**src/rtl/imm_extend_pipe.sv**
```systemverilog
// Registered immediate extender (zero/sign/upper/branch) with a one-entry skid buffer.
// Define IMMEXT_BRANCH_EN to make mode 11 shift the sign-extended immediate left by 2.
module imm_extend_pipe #(
  parameter int unsigned IN_W  = 16,
  parameter int unsigned OUT_W = 32
) (
  input  logic             clk,
  input  logic             reset,
  input  logic             in_valid,
  output logic             in_ready,
  input  logic [IN_W-1:0]  in_imm,
  input  logic [1:0]       in_mode,
  input  logic             flush,
  output logic             out_valid,
  input  logic             out_ready,
  output logic [OUT_W-1:0] out_imm,
  output logic [1:0]       occupancy
);

  logic [OUT_W-1:0] ext_zero, ext_sign, ext_upper, ext_val;
  logic [OUT_W-1:0] out_imm_q, out_imm_d, skid_imm_q, skid_imm_d;
  logic             out_valid_q, out_valid_d, skid_valid_q, skid_valid_d;
  logic             accept, consume;

  assign ext_zero  = {{(OUT_W-IN_W){1'b0}}, in_imm};
  assign ext_sign  = {{(OUT_W-IN_W){in_imm[IN_W-1]}}, in_imm};
  assign ext_upper = {in_imm, {(OUT_W-IN_W){1'b0}}};

  always_comb begin
    ext_val = ext_zero;
    unique case (in_mode)
      2'b00: ext_val = ext_zero;
      2'b01: ext_val = ext_sign;
      2'b10: ext_val = ext_upper;
`ifdef IMMEXT_BRANCH_EN
      2'b11: ext_val = {ext_sign[OUT_W-3:0], 2'b00};
`else
      2'b11: ext_val = ext_sign;
`endif
      default: ext_val = ext_zero;
    endcase
  end

  // in_ready comes straight from the skid flop, so it never sees out_ready combinationally.
  assign in_ready = !skid_valid_q;
  assign accept   = in_valid && in_ready;
  assign consume  = out_valid_q && out_ready;

  always_comb begin
    out_valid_d  = out_valid_q;
    out_imm_d    = out_imm_q;
    skid_valid_d = skid_valid_q;
    skid_imm_d   = skid_imm_q;
    if (flush) begin
      out_valid_d  = 1'b0;
      skid_valid_d = 1'b0;
    end else if (!out_valid_q || consume) begin
      if (skid_valid_q) begin
        out_valid_d  = 1'b1;
        out_imm_d    = skid_imm_q;
        skid_valid_d = accept;
        if (accept) skid_imm_d = ext_val;
      end else if (accept) begin
        out_valid_d = 1'b1;
        out_imm_d   = ext_val;
      end else begin
        out_valid_d = 1'b0;
      end
    end else if (accept) begin
      skid_valid_d = 1'b1;
      skid_imm_d   = ext_val;
    end
  end

  always_ff @(posedge clk or posedge reset) begin
    if (reset) begin
      out_valid_q  <= 1'b0;
      out_imm_q    <= '0;
      skid_valid_q <= 1'b0;
      skid_imm_q   <= '0;
    end else begin
      out_valid_q  <= out_valid_d;
      out_imm_q    <= out_imm_d;
      skid_valid_q <= skid_valid_d;
      skid_imm_q   <= skid_imm_d;
    end
  end

  assign out_valid = out_valid_q;
  assign out_imm   = out_imm_q;
  assign occupancy = {1'b0, out_valid_q} + {1'b0, skid_valid_q};

endmodule

```
**config.mk**
```make
export PLATFORM = sky130hd
export DESIGN_NAME = imm_extend_pipe
export DESIGN_NICKNAME = d
export VERILOG_FILES = /design/src/rtl/imm_extend_pipe.sv
export SDC_FILE = /design/constraint.sdc
export NUM_CORES = 1
export LEC_CHECK = 0
export CAP_MARGIN = 0
export CORE_ASPECT_RATIO = 0.75
export CORE_MARGIN = 10
export CORE_UTILIZATION = 52
export CTS_CLUSTER_SIZE = 20
export DETAILED_ROUTE_END_ITERATION = 6
export GPL_TIMING_DRIVEN = 0
export PLACE_DENSITY_LB_ADDON = 0.08
export SLEW_MARGIN = 20
export SYNTH_ARGS = -nofsm -noshare
export SYNTH_HDL_FRONTEND = slang
export SYNTH_SLANG_ARGS = --single-unit
```
**constraint.sdc**
```tcl
create_clock -name clk -period 2.6 [get_ports clk]
set_input_delay 0.52 -clock clk [delete_from_list [all_inputs] [get_ports clk]]
set_output_delay 0.52 -clock clk [all_outputs]
set_load 0.02 [all_outputs]
```
== Word-level counts from Yosys, hierarchy flattened ==
Index checks and enable logic that the tools add are counted.

* Bitwise gates (word level): 1
* $add $sub $neg: 1
* Reductions and logical operators: 12
* Equal/unequal tests: 4
* Multiplexer cells: 14

{| class="wikitable"
|+ Operators with widths
! cell !! count
|-
| 2-to-1 mux 32 bit || 5
|-
| case mux 32 bit (3 select lines) || 1
|-
| 2-to-1 mux 1 bit || 8
|-
| == test 2 bit, second input constant || 2
|-
| nonzero test 2 bit || 2
|-
| AND reduction 3 bit || 1
|-
| nonzero test 3 bit || 1
|-
| adder 1 x 1 -> 2 bit || 1
|-
| == test 2 x 1 -> 1 bit, second input constant || 1
|-
| logical AND 1 bit || 2
|-
| logical NOT 1 bit || 2
|-
| logical NOT 2 bit || 1
|-
| != test 2 bit, second input constant || 1
|-
| AND reduction 2 bit || 1
|-
| OR reduction 2 bit || 1
|-
| logical OR 1 bit || 1
|-
| inverter 1 bit || 1
|}

* Bits in registers: 66
* Output and inout bits: 36
* Input bits: 23

== Logic depth before layout (Yosys ltp) ==
Gate-level depths: netlist of run 1.

* Depth after elaboration: 6
* Depth in mapped cells: 5
* Gate-level depth less buffers: 3

== Worst setup path after synthesis of run 1 ==
Ideal clock, no wire load.

* Kind: input-to-reg
* Start: in flush
* End: reg out_imm_q[16] (netlist: out_imm[16])
* Path slack: 1.099 ns
* Path buffers: 2
* Cell stages on the path: 5
* Arrival: 1.409 ns
* Path through: o21bai_2 or2_1 buf_6 buf_12 o31ai_2

* Longest elaborated chain between the ends: 2

{| class="wikitable"
|+ RTL lines
! item !! line !! source
|-
| start, declared || 13 || <nowiki>input logic flush,</nowiki>
|-
| inverter 1 bit (no source line) || n/a ||
|-
| AND reduction 3 bit (no source line) || n/a ||
|-
| end signal, assigned || 83 || <nowiki>out_imm_q <= out_imm_d;</nowiki>
|-
| end, declared || 21 || <nowiki>logic [OUT_W-1:0] out_imm_q, out_imm_d, skid_imm_q, skid_imm_d;</nowiki>
|}

Every way passes these cells.
A chain may end at the register's enable or synchronous reset.

== Worst setup path after layout of run 1 ==
* Start: reg skid_valid_q
* End: out in_ready

* Longest elaborated chain between the ends: 1

{| class="wikitable"
|+ RTL lines
! item !! line !! source
|-
| start, declared || 22 || <nowiki>logic out_valid_q, out_valid_d, skid_valid_q, skid_valid_d;</nowiki>
|-
| start signal, assigned || 84 || <nowiki>skid_valid_q <= skid_valid_d;</nowiki>
|-
| logical NOT 1 bit || 45 || <nowiki>assign in_ready = !skid_valid_q;</nowiki>
|-
| end, declared || 10 || <nowiki>output logic in_ready,</nowiki>
|}

Every way passes these cells.

==> impl.org, run 1 <==
** Clocking
- Clock latency on the worst-skew pair :: ~360 ps
- Total number of H-tree levels :: 3
- The root buffer cell chosen for the clock tree is sky130_fd_sc_hd__clkbuf_8.
- After clock tree synthesis, the clock-pin slew on the worst setup and hold paths is 70 ps.
- In this run the deepest clock path goes through 2 buffers.
- Clock tree synthesis inserted a total of 9 buffers.
- Clock sink count :: between 60 and 70
- Post-CTS setup-driven buffer insertion count :: 0
- TritonCTS built the clock tree.

** Floorplanning
- Placeable core region :: 5920 um2
- For this configuration, the core starts out at a cell density of 54.7%.
- Number of rows in the core area :: 24
- In this run the vertical extent of the chip is 88.3 um.
- Overall die area :: 9810 um2
- Top Ports :: between 50 and 60
- Horizontal die dimension :: 111 um

** Power
- In this run switching power makes up 30.2% of total power.
- Pwr per Cell Area :: ~720 nW/um2
- For this design the static power due to leakage is about 2 nW.
- The internal power of the cells totals about 2.1 mW.
- Sequential cells account for between 40% and 50% of the total power.
- Power share of the clock group :: approximately 30%
- Net switching power of the design :: 0.900 mW
- Power share of the combinational group :: between 20% and 30%
- IR analysis of the VDD net gives a maximum drop of ~370 uV.

** Worst setup path
- In this run the register-to-register setup slack is just over 800 ps.
- Buffering stage count on the worst path with inverters included :: 4
- Critical Path Source Type :: register
- Master of the slowest instance on the critical path :: sky130_fd_sc_hd__dfrtp_1
- Along the worst path, the maximum fanout reaches 10.
- List of cells traversed by the critical path :: clkbuf_1 -> inv_1 -> buf_2 -> dlygate4sd2_1
- In this run the critical register-to-register path is captured at out_imm[5]$_DFFE_PP0P_.
- Type of destination of the critical path :: primary output
- Among cell families on the critical path, the largest total delay comes from buffers and inverters.
- WP data required :: around 2100 ps
- At the worst endpoint, the arrival time is ~1900 ps.
- Number of cells on the worst reg-to-reg path :: 5
- The worst register-to-register path begins at skid_valid_q$_DFFE_PP0P_.
- The largest single stage delay on the critical path is between 400 and 500 ps.
- The worst setup path is of the register to primary output kind.

** Cells and area
- Of the cells placed in the final design, the portion with a size suffix greater than 1 is between 9 and 10%.
- Storage element area :: between 1500 and 2000 um2
- The top cell types in the final layout, fill and taps aside, are sky130_fd_sc_hd__dfrtp_1 (66), sky130_fd_sc_hd__clkdlybuf4s50_1 (57), sky130_fd_sc_hd__o21ai_0 (43).
- The final layout contains approximately 430 nets.
- Layout overhead on the synthesized area :: 27.7%
- Antenna diode count :: 0
- The filler cells instantiated in the layout total roughly 460.
- Multi-input gate area in the final layout :: around 1300 um2
- Most common library cell in the layout ignoring fill and taps :: sky130_fd_sc_hd__dfrtp_1

** Yosys
- Synth Cell Area :: around 3200 um2
- Synthesis handed over a netlist of approximately 330 instances.
- Number of distinct library cells after synthesis :: 28
- The average instance in the mapped netlist occupies 9.77 um2.
- Post-synthesis simple-gate area fraction :: about 8.6%
- During synthesis, Yosys emitted a total of 0 warnings.
- The synthesized design contains 0 enable-type register cells.
- Measured against the total synthesized area, the mux share comes to a little over 10%.
- Synthesis produced a netlist with a net count of roughly 360.
- Part of the Yosys area used for sequential elements :: 51.1%
- Fraction of registers with async set/reset :: between 90% and 100%
- After synthesis, the largest family of logic cells by area is compound AO/OA/AOI/OAI gates.
- Seq cells post-synth :: 66
- Most frequently used flop master after synthesis :: sky130_fd_sc_hd__dfrtp_1
- The synthesized netlist devotes 21.4% of its cell area to compound gates.
- Parity-gate share of the synthesized area counting xor and xnor cells :: 0%
- Arithmetic-cell share of the synthesized area counting full adders, half adders and majority gates :: less than 1%

** STA
- Maximum clock frequency :: slightly above 400 MHz
- Setup repair after global routing left no endpoint under its margin.
- Max-slew violation count :: 0
- Setup skew after layout :: 5.90 ps
- Setup violations remaining at the end of the flow were counted as 0.
- Final Cycle Share :: 93.1%
- Setup slack closes at ~180 ps.
- At the pin with the least slew margin, the transition time is ~580 ps.
- Headroom to the max-slew limit came out at between 60% and 70%.
- Minimum period implied by the final worst setup slack :: ~2400 ps
- Hold timing on the final database bottoms out at a slack of 500 ps.
- Number of hold violations in the final report :: 0

** Flow run
- Across the run, the number of max-cap violations was 0.

** GRT
- Largest net degree at the start of global routing :: 40
- The via count of the first global-routing pass is between 2000 and 3000.
- The initial antenna violation count was 0.
- The first global-routing pass estimated between 10000 and 15000 um of wire.
- Global route overflow :: 0
- For this run, the total global-route usage over all layers was measured as between 10% and 20%.

** Detailed routing
- The first routing iteration left ~200 violations.
- For this run, the detailed router's first-pass iteration total came to 6.
- Total detailed-routing wirelength :: roughly 8800 um
- Post-DR wirelength/cell :: 18.2 um
- Overall via count from detail_route :: between 2000 and 3000
- Drt drc :: 0
- Post-detailed-route via-to-cell ratio :: approximately 5.7
- Once detail routing completed, the nets flagged for antenna violations numbered 0.

** Place
- Final GP Congestion :: 0.837
- In this run the tool buffered the top-level ports with 58 buffer cells.
- Half-perimeter wire length after placement :: around 6200 um
- Prior to clock tree synthesis, the placed netlist has a worst setup slack of 328 ps.

** Hold path
- End of the worst hold path :: out_imm[18]$_DFFE_PP0P_
- Counting instances, the worst hold path has a depth of 2.
- Type of the tightest min-delay check :: register to register
- The startpoint identified for the worst hold timing path is out_imm[18]$_DFFE_PP0P_.

** Run status
- Run status :: complete, no violations
-- registers in the layout, summed over array words and instances, names as in the netlist --
| name | count |
|---|---|
| skid_valid_q | 1 |
| out_valid | 1 |
| out_imm | 32 |
| skid_imm_q | 32 |
-- routing by layer --
metal | routed length (um) | share of wire [%] | global-route usage (%) | vias to the layer above
met5 | 0 | 0 | 0 | -
met4 | 153 | 1.7 | 7.22 | 0
met3 | 706 | 8.0 | 5.07 | 15
met2 | 4070 | 46 | 29.8 | 124
met1 | 3870 | 44 | 24.1 | 1335
li1 | - | - | - | 1264
-- worst max-delay path by stage --
| stage | cells after the start | start | to |
|---|---|---|---|
| finish | 4 | skid_valid_q$_DFFE_PP0P_ | in_ready |
| global route | 4 | skid_valid_q$_DFFE_PP0P_ | in_ready |
| CTS | 4 | skid_valid_q$_DFFE_PP0P_ | in_ready |
| detailed placement | 6 | in_imm[15] | skid_imm_q[22]$_DFFE_PP0P_ |
| global placement | 2 | reset | out_imm[28]$_DFFE_PP0P_ |
| floorplan | 1 | reset | out_imm[0]$_DFFE_PP0P_ |
-- synth_stat cells (2+ instances only) --
| master | instances | area [um2] |
|---|---|---|
| sky130_fd_sc_hd__buf_6 | 2 | 22.5 |
| sky130_fd_sc_hd__buf_2 | 5 | 25.0 |
| sky130_fd_sc_hd__o31ai_1 | 2 | 15.0 |
| sky130_fd_sc_hd__clkbuf_1 | 18 | 67.6 |
| sky130_fd_sc_hd__mux2i_1 | 32 | 320 |
| sky130_fd_sc_hd__a31oi_1 | 16 | 100 |
| sky130_fd_sc_hd__and2_1 | 17 | 106 |
| sky130_fd_sc_hd__inv_1 | 34 | 128 |
| sky130_fd_sc_hd__nand2_1 | 17 | 63.8 |
| sky130_fd_sc_hd__nor2_1 | 17 | 63.8 |
| sky130_fd_sc_hd__o21ai_1 | 6 | 30.0 |
| sky130_fd_sc_hd__a21oi_1 | 30 | 150 |
| sky130_fd_sc_hd__o31ai_2 | 13 | 163 |
| sky130_fd_sc_hd__o21ai_0 | 43 | 215 |
| sky130_fd_sc_hd__dfrtp_1 | 66 | 1650 |
-- kinds of logic after synthesis --
logic type	after synthesis
muxes	33
AOI/OAI and AO/OA	112
buffers and inverters	61
adders and majority gates	1
DFF	66
and+or+nand+nor	58
-- stage by stage --
step / cells / util, % / total power [mW] / setup TNS, ps / instance area (um2)
after floorplan: 331 / - / 1.78 / 0 / 3230
after global placement: 467 / 66.1 / 2.08 / -50440 / 3910
after detailed placement: 468 / 66.5 / 2.12 / 0 / 3940
after CTS: 484 / 69.8 / 3.00 / 0 / 4130
after global routing: 484 / 69.8 / 3.14 / 0 / 4130
final: 484 / 69.8 / 2.98 / 0 / 4130
-- power by group through the flow --
stage | registers (mW) | logic, mW | clock network (mW)
after floorplan | 1.46 | 0.321 | 0
after global placement | 1.37 | 0.712 | 0
after detailed placement | 1.38 | 0.740 | 0
after CTS | 1.36 | 0.744 | 0.895
after global routing | 1.39 | 0.816 | 0.932
final | 1.36 | 0.735 | 0.886
-- worst register-to-register path: stages (launching register included) --
cell,delay [ps]
sky130_fd_sc_hd__dfrtp_1,470
sky130_fd_sc_hd__clkbuf_1,240
sky130_fd_sc_hd__inv_1,180
sky130_fd_sc_hd__clkbuf_1,480
sky130_fd_sc_hd__a31oi_1,170
sky130_fd_sc_hd__o21ai_0,170
-- what timing repair did --
item | in CTS | in global routing
hold buffers | 0 | 0
endpoints found under the setup margin | 1 | 0
gates resized for setup | 1 | 0
-- cell type report --
cell class,instances,area share [%]
Buffer,27,3.39
Inverter,34,3.15
Timing Repair Buffer,59,14.5
Clock buffer,14,3.94
Sequential cell,66,40.0
Tap cell,78,2.36
Multi-Input combinational cell,204,31.8
Clock inverter,2,0.848
(Power assumes the default switching activity.)
==> inputs of run 2 (changes only) <==
--- a/config.mk
+++ b/config.mk
@@ -5,10 +5,12 @@
 export SDC_FILE = /design/constraint.sdc
 export NUM_CORES = 1
 export LEC_CHECK = 0
+export ABC_AREA = 0
 export CAP_MARGIN = 0
 export CORE_ASPECT_RATIO = 0.75
 export CORE_MARGIN = 10
 export CORE_UTILIZATION = 52
+export CTS_CLUSTER_DIAMETER = 200
 export CTS_CLUSTER_SIZE = 20
 export DETAILED_ROUTE_END_ITERATION = 6
 export GPL_TIMING_DRIVEN = 0
==> results of run 2 <==
Final layout, timing and power as in run 1 (identical DEF).
==> inputs of run 3 (changes only) <==
--- a/config.mk
+++ b/config.mk
@@ -9,10 +9,11 @@
 export CAP_MARGIN = 0
 export CORE_ASPECT_RATIO = 0.75
 export CORE_MARGIN = 10
-export CORE_UTILIZATION = 52
+export CORE_UTILIZATION = 60
 export CTS_CLUSTER_DIAMETER = 200
 export CTS_CLUSTER_SIZE = 20
 export DETAILED_ROUTE_END_ITERATION = 6
+export DONT_BUFFER_PORTS = 1
 export GPL_TIMING_DRIVEN = 0
 export PLACE_DENSITY_LB_ADDON = 0.08
 export SLEW_MARGIN = 20
==> run 3 against run 2 <==
Worst setup slack gained 330 ps; critical path type unchanged; wire length shrank 6.6%; critical endpoint unchanged; sequential share of layout area grew 6.7 points; sequential power grew 9%; clock skew is essentially flat.
==> impl.org, run 3 (same netlist as run 1, synthesis figures left out) <==
** Run status
- Run status: complete, no violations (unchanged).

** Power
- Power share of the clock group :: 30.9% (was 29.7%)
- Switching Share :: 30.6% (was 30.2%)
- The net switching component of the power was 0.830 mW (was 0.900 mW).
- Leakage :: 1.80 nW (was 2.02 nW)
- The sequential power share came to 54.5% (was 45.7%).
- Power Internal :: 1.88 mW (was 2.08 mW)
- The worst supply voltage drop on vdd was 448 uV (was 371 uV).
- The relative contribution of combinational cells to total power is 14.6% (was 24.6%).
- Pwr per Cell Area :: 767 nW/um2 (was 722 nW/um2)
- Total power after layout :: 2.71 mW (was 2.98 mW)

** Worst setup path
- The endpoint arrival time on the critical path came to 1580 ps (was 1900 ps).
- FF-to-FF Start :: skid_valid_q$_DFFE_PP0P_ (unchanged)
- The sort of element at the start of the critical path was a register (unchanged).
- The worst endpoint required time came to 2080 ps (about the same).
- Worst Path Max Fanout :: 10 (unchanged)
- Reg2reg setup slack :: 750 ps (was 820 ps)
- Number of cells on the worst reg-to-reg path :: 5 (unchanged)
- Reg2reg end :: out_imm[1]$_DFFE_PP0P_ (was out_imm[5]$_DFFE_PP0P_)
- The nature of the critical path endpoint is a primary output (unchanged).
- WS Path Type :: register to primary output (unchanged)
- Startpoint of the most critical setup path :: skid_valid_q$_DFFE_PP0P_ (unchanged)
- The worst setup path endpoint is in_ready (unchanged).

** Cells and area
- The final core utilization was 66.8% (was 69.8%).
- The total non-filler cell area in the finished layout is 3540 um2 (was 4130 um2).
- The total inserted antenna cells is 0 (unchanged).
- The count of fill cells added during filler insertion came to 466 (was 459).
- Commonest cells after routing, fill and taps aside :: sky130_fd_sc_hd__dfrtp_1 (66), sky130_fd_sc_hd__o21ai_0 (43), sky130_fd_sc_hd__inv_1 (33) (was sky130_fd_sc_hd__dfrtp_1 (66), sky130_fd_sc_hd__clkdlybuf4s50_1 (57), sky130_fd_sc_hd__o21ai_0 (43))
- The final net count is 367 (was 425).
- Layout overhead on the synthesized area :: 9.32% (was 27.7%)
- Ratio of cells with drive above 1 in the final layout :: 11.5% (was 9.85%)
- Most common library cell in the layout ignoring fill and taps :: sky130_fd_sc_hd__dfrtp_1 (unchanged)
- The number of standard cells in the final layout excluding fillers came to 422 (was 484).

** STA
- The worst-case setup margin in the final layout was 505 ps (was 178 ps).
- Sum of negative setup slack :: 0 ps (unchanged)
- Setup skew after layout :: 6.15 ps (was 5.90 ps)
- The final cycle utilization of the critical path is 80.6% (was 93.1%).
- The tightest slew margin relative to the limit came to 56.8% (was 61.2%).
- Max-slew violation count :: 0 (unchanged)
- Final Setup Violations :: 0 (unchanged)
- The slew at the pin closest to its max-slew limit came to 648 ps (was 582 ps).
- The maximum operating frequency came to 477 MHz (was 413 MHz).
- The final-report hold violation count came to 0 (unchanged).
- The hold slack is 21.0 ps (was 500 ps).
- Unrepaired setup endpoints after global routing :: no (unchanged)
- The minimum period implied by the final worst setup slack is 2100 ps (was 2420 ps).

** Detailed routing
- Drt drc :: 0 (unchanged)
- The number of vias after detailed routing is 2449 (was 2738).
- The via-per-instance ratio came to 5.80 (was 5.66).
- The average wire per cell in the routed design came to 19.5 um (was 18.2 um).
- Drt first pass iters :: 4 (was 6)
- Remaining antenna violation count after routing :: 0 (unchanged)
- Total detailed-routing wirelength :: 8220 um (was 8800 um)
- The met3 wirelength from detailed routing is 749 um (was 706 um).
- M1 wire length :: 3740 um (was 3870 um)
- Met2 Wirelength :: 3590 um (was 4070 um)
- The number of violations reported at the end of detailed-routing iteration 0 was 81 (was 196).
- Max Used Layer :: met4 (unchanged)

** Hold path
- Type of the tightest min-delay check :: input port to asynchronous set/reset pin (was register to register)

** Clocking
- The root buffer cell is sky130_fd_sc_hd__clkbuf_8 (unchanged).
- Post-CTS setup-driven buffer insertion count :: 0 (unchanged)
- The number of buffers added by the clock tree synthesis step came to 9 (unchanged).
- Maximum buffer depth of the clock tree :: 2 (unchanged)
- The total number of H-tree levels came to 3 (unchanged).
- Resized cells post-CTS :: 0 (was 1)
- Hold-fix buffers, CTS :: 0 (unchanged)
- The clock latency on the worst-skew pair was 350 ps (was 360 ps).
- The clock tree from TritonCTS is yes (unchanged).
- Clock sink count :: 66 (unchanged)
- The clock transition at the register clock pins on the worst setup and hold paths after CTS came to 70 ps (about the same).

** Floorplanning
- The die width came to 105 um (was 111 um).
- The floorplan die area is 8760 um2 (was 9810 um2).
- The number of core rows is 23 (was 24).
- Floorplan die height :: 83.6 um (was 88.3 um)
- Placeable core region :: 5300 um2 (was 5920 um2)
- The number of primary I/O pins was 59 (unchanged).
- Starting utilization of the core area :: 61.1% (was 54.7%)

** Place
- The HPWL after detailed placement was 5720 um (was 6220 um).
- Worst setup slack after placement :: 793 ps (was 328 ps)
- Input/output buffers :: 0 (was 58)
- The total instance count after detailed placement is 407 (was 468).
- The routability congestion estimate is 0.779 (was 0.837).
- The instance area at placement came to 3350 um2 (was 3940 um2).

** GRT
- The via count of the first global-routing pass was 2349 (was 2771).
- The global-route usage over all layers came to 19.2% (was 18.7%).
- The largest net degree at the start of global routing is 38 (was 40).
- The global-route wire length before repair was 13300 um (was 14700 um).
- Global route overflow :: 0 (unchanged)
- The initial antenna violation count was 0 (unchanged).

** Flow run
- Number of max-capacitance violations reported :: 0 (unchanged)
-- run 3: layer usage --
metal	vias to the layer above	global-route usage [%]
met3	12	7.72
met1	1211	24.9
met5	-	0
met2	75	28.6
met4	0	5.60
li1	1151	-
-- run 3: worst max-delay path, stage by stage, from the launching register on --
cell and delay [ps]:
sky130_fd_sc_hd__dfrtp_1 480, sky130_fd_sc_hd__clkbuf_1 330, sky130_fd_sc_hd__inv_1 150, sky130_fd_sc_hd__buf_2 260
-- run 3: power by group through the flow --
stage,Sequential [mW],Clock (mW),Combinational (mW)
after floorplan,1.46,0,0.321
after global placement,1.49,0,0.379
after CTS,1.48,0.844,0.400
after detailed placement,1.50,0,0.397
after global routing,1.51,0.896,0.461
final,1.48,0.838,0.396
-- run 3: worst min path at each step --
stage,start,to,slack [ps],depth (start not counted)
finish,reset,out_imm[5]$_DFFE_PP0P_,20,1
global route,reset,out_imm[5]$_DFFE_PP0P_,40,1
floorplan,skid_imm_q[0]$_DFFE_PP0P_,skid_imm_q[0]$_DFFE_PP0P_,490,2
CTS,reset,out_imm[5]$_DFFE_PP0P_,40,1
global placement,skid_imm_q[1]$_DFFE_PP0P_,skid_imm_q[1]$_DFFE_PP0P_,500,2
detailed placement,reset,out_imm[4]$_DFFE_PP0P_,410,1
-- run 3: layout make-up --
class	count	area [um2]	area share, %
timing repair buffer	1	20.0	0.566
sequential	66	1650	46.7
tap	75	93.8	2.65
multi-input combinational	204	1320	37.2
buffer	27	140	3.96
clock buffer	12	145	4.10
inverter	34	130	3.68
clock inverter	3	40.0	1.13
